File: src/rtl/i2s_codec_tx_if.sv
// i2s_codec_tx_if: left/right sample-pair valid/ready handshake feeding the I2S transmitter
interface i2s_codec_tx_if #(parameter int DW = 16);
  logic signed [DW-1:0] lft_smpl;
  logic signed [DW-1:0] rht_smpl;
  logic                 smpl_vld;
  logic                 smpl_rdy;
  modport master (output lft_smpl, rht_smpl, smpl_vld, input smpl_rdy);
  modport slave (input lft_smpl, rht_smpl, smpl_vld, output smpl_rdy);
endinterface

File: src/rtl/i2s_codec_tx.sv
// i2s_codec_tx: CS4272 transmit path - MCLK/SCLK/LRCLK generation, one-pair buffer, I2S serializer
module i2s_codec_tx #(
  parameter int DW            = 16,
  parameter bit UNDERRUN_HOLD = 1'b0
) (
  input  logic          clk,
  input  logic          rst,
  i2s_codec_tx_if.slave s_if,
  output logic          MCLK,
  output logic          SCLK,
  output logic          LRCLK,
  output logic          SDin,
  output logic          underrun
);
  logic [9:0]      r_cnt;
  logic            r_mclk, r_sclk, r_lrclk, r_sdin, r_underrun, r_rdy, r_full;
  logic [2*DW-1:0] r_buf, r_pair;
  logic            w_acc, w_load, w_full_nxt;
  logic [2*DW-1:0] w_in, w_pair_nxt;
  logic [4:0]      w_idx;
  // r_pair stays intact through the next frame's left p=0 slot, so r_pair[0] is the delayed R[0]
  always_comb begin
    w_acc      = s_if.smpl_vld & r_rdy;
    w_load     = r_cnt == 10'h01F;
    w_in       = {s_if.lft_smpl, s_if.rht_smpl};
    w_full_nxt = ~w_load & (r_full | w_acc);
    w_pair_nxt = r_full ? r_buf : w_acc ? w_in : UNDERRUN_HOLD ? r_pair : '0;
    w_idx      = {r_cnt[9], 4'b0} - {1'b0, r_cnt[8:5]};
  end
  always_ff @(posedge clk) begin
    if (rst) begin
      r_cnt      <= '0;
      r_mclk     <= 1'b0;
      r_sclk     <= 1'b0;
      r_lrclk    <= 1'b0;
      r_sdin     <= 1'b0;
      r_underrun <= 1'b0;
      r_rdy      <= 1'b0;
      r_full     <= 1'b0;
      r_buf      <= '0;
      r_pair     <= '0;
    end else begin
      r_cnt      <= r_cnt + 10'd1;
      r_mclk     <= r_cnt[1];
      r_sclk     <= r_cnt[4];
      r_lrclk    <= r_cnt[9];
      r_sdin     <= r_pair[w_idx];
      r_underrun <= w_load & ~r_full & ~w_acc;
      r_full     <= w_full_nxt;
      r_rdy      <= ~w_full_nxt;
      if (w_acc & ~w_load) r_buf <= w_in;
      if (w_load) r_pair <= w_pair_nxt;
    end
  end
  assign MCLK          = r_mclk;
  assign SCLK          = r_sclk;
  assign LRCLK         = r_lrclk;
  assign SDin          = r_sdin;
  assign underrun      = r_underrun;
  assign s_if.smpl_rdy = r_rdy;
endmodule

File: src/flat_wrapper.sv
// flat-port wrapper written by rule: the top's interface ports become plain ports
module i2s_codec_tx_flat 
#(
  parameter int DW            = 16,
  parameter bit UNDERRUN_HOLD = 1'b0
)
  (clk, rst, MCLK, SCLK, LRCLK, SDin, underrun, s_if_lft_smpl, s_if_rht_smpl, s_if_smpl_vld, s_if_smpl_rdy);
  i2s_codec_tx_if #(.DW(DW)) s_if_i ();
  input  logic clk;
  input  logic rst;
  output logic MCLK;
  output logic SCLK;
  output logic LRCLK;
  output logic SDin;
  output logic underrun;
  input wire logic [$bits(s_if_i.lft_smpl)-1:0] s_if_lft_smpl;
  input wire logic [$bits(s_if_i.rht_smpl)-1:0] s_if_rht_smpl;
  input wire logic [$bits(s_if_i.smpl_vld)-1:0] s_if_smpl_vld;
  output wire logic [$bits(s_if_i.smpl_rdy)-1:0] s_if_smpl_rdy;
  assign s_if_i.lft_smpl = s_if_lft_smpl;
  assign s_if_i.rht_smpl = s_if_rht_smpl;
  assign s_if_i.smpl_vld = s_if_smpl_vld;
  assign s_if_smpl_rdy = s_if_i.smpl_rdy;
  i2s_codec_tx #(.DW(DW), .UNDERRUN_HOLD(UNDERRUN_HOLD)) u_core (.clk(clk), .rst(rst), .s_if(s_if_i), .MCLK(MCLK), .SCLK(SCLK), .LRCLK(LRCLK), .SDin(SDin), .underrun(underrun));
endmodule
File: config.mk
export PLATFORM = sky130hd
export DESIGN_NAME = i2s_codec_tx_flat
export DESIGN_NICKNAME = d
export VERILOG_FILES = /design/src/rtl/i2s_codec_tx_if.sv /design/src/rtl/i2s_codec_tx.sv /design/src/flat_wrapper.sv
export SDC_FILE = /design/constraint.sdc
export NUM_CORES = 1
export LEC_CHECK = 0
export CAP_MARGIN = 20
export CORE_ASPECT_RATIO = 0.9
export CORE_MARGIN = 1.5
export CORE_UTILIZATION = 35
export CTS_CLUSTER_SIZE = 30
export DETAILED_ROUTE_END_ITERATION = 8
export DONT_BUFFER_PORTS = 1
export SYNTH_ARGS = -nofsm -noshare
export SYNTH_HDL_FRONTEND = slang
export SYNTH_SLANG_ARGS = --single-unit
File: constraint.sdc
create_clock -name clk -period 5.2 [get_ports clk]
set_input_delay 0.52 -clock clk [delete_from_list [all_inputs] [get_ports clk]]
set_output_delay 0.52 -clock clk [all_outputs]
set_load 0.05 [all_outputs]
# [After elaboration in Yosys (flattened, before gate mapping)]
# Index checks and enable logic that the tools add are counted.
[word_totals] mem_bits_rw=0 in_bits=35 reg_bits=81 latchBits=0 elab_cells=28 romBits=0 n_memories=0
[op_classes] eq_ne=1 bitwise=10 n_lt_le_gt_ge=1 div=0 n_addsub=2 shifts=0 reduce_logical=0 n_mux=4 n_mul=0
[ops] cell="two-way mux 32 bit" count=2
[ops] cell="adder 10 x 1 -> 10 bit (second input constant)" count=1
[ops] cell="equality test 10 x 5 -> 1 bit (second input constant)" count=1
[ops] cell="less-than comparator 5 x 6 -> 1 bit (second input constant)" count=1
[ops] cell="bitwise AND 1 bit" count=5
[ops] cell="binary-select mux 1 bit (select 5 bit)" count=1
[ops] cell="subtractor 5 x 4 -> 5 bit" count=1
[ops] cell="inverter 1 bit" count=4
[ops] cell="two-way mux 1 bit" count=1
[ops] cell="bitwise OR 1 bit" count=1

# [Longest topological paths before layout]
[depth] ltp_word=4 ltp_mapped=9 depth_no_buf=7

# [Worst setup path before layout]
# OpenSTA, ideal clock, no wires.
[synth_path] path_type="register -> register" from="register u_core.r_cnt[5]" to="register u_core.r_sdin (netlist: u_core.SDin)" t_required_ns=5.073 path_stages_with_launch=10 arrival_time_ns=1.968 slack_ns=3.105 synth_period_minus_slack_ns=2.095 setup_ns=0.127 path_cell_list="dfxtp_1 -> buf_2 -> inv_1 -> ha_1 -> buf_2 -> buf_2 -> a2111oi_0 -> a21oi_1 -> nand4_1 -> nand3_1"
[synth_via] elab_chain_len=3
[synth_lines] element="start: declaration" line_no="i2s_codec_tx.sv:15" text="logic [9:0] r_cnt;"
[synth_lines] element="start signal: assignment" line_no="i2s_codec_tx.sv:43" text="r_cnt <= r_cnt + 10'd1;"
[synth_lines] element="subtractor 5 x 4 -> 5 bit" line_no="i2s_codec_tx.sv:28" text="w_idx = {r_cnt[9], 4'b0} - {1'b0, r_cnt[8:5]};"
[synth_lines] element="binary-select mux 1 bit (select 5 bit)" line_no="i2s_codec_tx.sv:47" text="r_sdin <= r_pair[w_idx];"
[synth_lines] element="two-way mux 1 bit (not written as such)" line_no="i2s_codec_tx.sv:47"
[synth_lines] element="end signal: assignment" line_no="i2s_codec_tx.sv:47"
[synth_lines] element="end: declaration" line_no="i2s_codec_tx.sv:16" text="logic r_mclk, r_sclk, r_lrclk, r_sdin, r_underrun, r_rdy, r_full;"
# Every way passes these cells. The select of a mux whose other input is x is not followed.
# A chain may end at the register's enable or synchronous reset.

# [Final worst setup path]
# Same ends and word-level chain as after synthesis.

==> reports/qor.yml <==
grt_pass1_wl_um: 11300
cts_tree: "yes"
dieArea_mm2: 0.0107
cp_num_buf_inv: 1
drcViolationCount: 0
cp.required_ns: 5.43
arrival_ns: 2.94
synth_seq_area_share_pct: 46.0
r2r_end: "u_core.SDin$_SDFF_PP0_"
ys_seq_elements: 81
fin_tns_setup_ns: 0
antennaDiodeCount: 0
cts_root_buffer: "clkbuf_8"
r2r-start: "u_core.r_cnt[5]$_SDFF_PP0_"
die_w_um: 109
wire_per_inst_um: 13.5
synth_cells: 389
rsz0062_at_grt: "no"
hp-class: "in2reg"
synthDistinctLibCells: 32
start_util_pct: 36.2
place_congestion: 0.828
worstHoldStart: "rst"
io_buffer_count: 0
ctsResizeCount: 0
cp_max_fo: 18
post_cts_buffers: 0
drt_iter0_drc: 93
slowest_stage: "ha_1"
fin_nets: 413
rows: 34
hpwl_um: 4590
die_h_um: 98.2
hold_end: "u_core.r_cnt[1]$_SDFF_PP0_"
cp_cell_sequence: "inv_1, ha_1, nor2b_1, a2111oi_0, a31oi_1, a41oi_1, nand3_1"
start_kind: "register"
drive_above_1_share_pct: 14.0
cts_hold_buf: 0
crit_type: "reg2reg"
min_path_cells: 1
cts.htree.levels: 3
grt_use_total_pct: 13.7
tritoncts.num_buffers: 9
worst_slack_ns: 2.49
r2r_slack_ns: 2.49
overflow: 0
drtAntennaViolNets: 0
dp_cells: 490
clkTransAtPathRegs_ns: 0.08
vias: 2502
final_cells: 505
drv_slew: 0
first_global_vias: 2343
synth_warnings: 0
fin_crit_sh_pct: 52.1
crit_path_end_kind: "register"
status: "finished clean"
tightest_slew_ns: 1.03
path_delay_family: "compound AO/OA/AOI/OAI gates"
max_slew_margin_pct: 31.6
syn_to_final_growth_pct: 6.99
drv_cap: 0
clock_skew_ns: 0.00679
p_leak_nw: 1.29
fin_crit_ns: 2.71
grt_max_degree: 53
synth_area_mm2: 0.00353
setup_viol: 0
syn_nets: 427
p_per_area_mw_per_mm2: 321
worstRegToRegCells: 7
peakVddDrop_v: 0.000141
ctsLongestPathBuffers: 2
antenna_found_initial: 0
core_area_mm2: 0.00974
detailedPlace.worstSlack_ns: 2.54
fill_cells: 997
synth_area_per_cell_um2: 9.06
drt-vias-per-instance: 4.95
io_pins: 41
hold_viol: 0
drtPass1Iterations: 4
cts_sinks: 81
slowest_delay_ns: 0.77
timing.fmax_ghz: 0.369
drt_wl_total_um: 6810
clk-insertion-delay-late_ns: 0.35
[per-stage QoR]
step	power, mW	utilization (%)	area, um^2	hold slack (ns)
after floorplan	0.727	-	3530	0.418
after global placement	0.733	36.6	3560	0.435
after detailed placement	0.735	36.6	3560	0.440
after CTS	1.23	38.7	3770	0.200
after global routing	1.27	38.7	3770	0.197
final	1.21	38.7	3770	0.231
[worst max-delay path by stage]
stage                               start                     end  cells past startpoint
2_1_floorplan  u_core.r_cnt[5]$_SDFF_PP0_  u_core.SDin$_SDFF_PP0_                      9
3_3_place_gp   u_core.r_cnt[5]$_SDFF_PP0_  u_core.SDin$_SDFF_PP0_                      7
3_5_place_dp   u_core.r_cnt[5]$_SDFF_PP0_  u_core.SDin$_SDFF_PP0_                      7
4_1_cts        u_core.r_cnt[5]$_SDFF_PP0_  u_core.SDin$_SDFF_PP0_                      7
5_1_grt        u_core.r_cnt[5]$_SDFF_PP0_  u_core.SDin$_SDFF_PP0_                      7
6_report       u_core.r_cnt[5]$_SDFF_PP0_  u_core.SDin$_SDFF_PP0_                      7
[cell families (layout without fill, tap and decap cells)]
| kind of cell | after synthesis | count (layout) | share of synthesized area [%] |
|---|---|---|---|
| xor+xnor | 12 | 12 | 2.98 |
| compound gates | 78 | 78 | 15.2 |
| fa+ha+maj | 3 | 3 | 1.06 |
| simple gates | 144 | 144 | 17.8 |
| flops | 81 | 81 | 46.0 |
| buf+inv | 29 | 19 | 4.29 |
| mux | 42 | 42 | 12.7 |
[sequential cells by signal, summed over array words and instances (netlist names)]
signal	cells
u_core.r_buf	32
u_core.LRCLK	1
u_core.r_cnt	10
u_core.underrun	1
u_core.r_full	1
u_core.s_if.smpl_rdy	1
u_core.SCLK	1
u_core.r_pair	32
u_core.SDin	1
u_core.MCLK	1
[report_power, final]
part           switching [mW]  leakage, nW  total, mW  internal, mW
logic                  0.0336        0.524     0.0615        0.0279
registers              0.0216        0.657      0.657         0.636
clock network           0.212        0.106      0.492         0.281
total                   0.267         1.29       1.21         0.944
[cell usage after synthesis]
library cell | number | share of area, %
mux4_2 | 1 | 0.64
nand4_1 | 4 | 0.71
o21ai_2 | 30 | 7.5
buf_6 | 4 | 1.3
and3_2 | 1 | 0.21
nand3_2 | 1 | 0.28
a21oi_1 | 36 | 5.1
nor3_1 | 1 | 0.14
buf_2 | 10 | 1.4
a221oi_1 | 1 | 0.25
mux2i_1 | 40 | 11
mux4_1 | 1 | 0.75
xnor2_1 | 6 | 1.5
xor2_1 | 6 | 1.5
nor2b_1 | 9 | 1.6
a21o_1 | 1 | 0.21
ha_1 | 3 | 1.1
a41oi_1 | 1 | 0.25
a2111oi_0 | 5 | 1.2
nor3_4 | 1 | 0.46
a31oi_1 | 2 | 0.35
nand3_1 | 7 | 0.99
clkbuf_1 | 13 | 1.4
o21ai_0 | 2 | 0.28
and4_4 | 1 | 0.32
and2_1 | 1 | 0.18
dfxtp_1 | 81 | 46
nor2_1 | 14 | 1.5
nor3b_1 | 1 | 0.21
or3b_4 | 1 | 0.32
inv_1 | 2 | 0.21
nand2_1 | 102 | 11
[placed cells by master (no fill, tap or decap), types with 2 or more instances in the layout]
cell type,n
clkbuf_1,2
nand3_1,7
xnor2_1,6
ha_1,3
mux2i_1,40
a21oi_1,36
o21ai_2,30
nand4_1,4
clkbuf_8,10
nor2b_1,9
inv_1,2
bufinv_16,2
buf_4,2
nor2_1,14
o21ai_0,2
nand2_1,102
a2111oi_0,5
xor2_1,6
dfxtp_1,80
[layout make-up]
cell class              count  area (um^2)  area share (%)
repair buffers              2         15.0           0.398
multi-input cells         279         1760            46.6
flip-flops and latches     81         1620            43.0
clock buffers              12          145            3.85
well taps                 126          158            4.18
inverters                   2         7.51           0.199
clock inverters             3         65.1            1.72
[per-layer routing]
metal | wire length, um | vias to the layer above | global-route usage [%]
li1 | - | 1300 | -
met1 | 3300 | 1145 | 18.1
met2 | 2970 | 49 | 20.3
met3 | 478 | 8 | 5.87
met4 | 59 | 0 | 3.95
met5 | 0 | - | 0
Note: power is estimated with default switching activity, not from simulation.
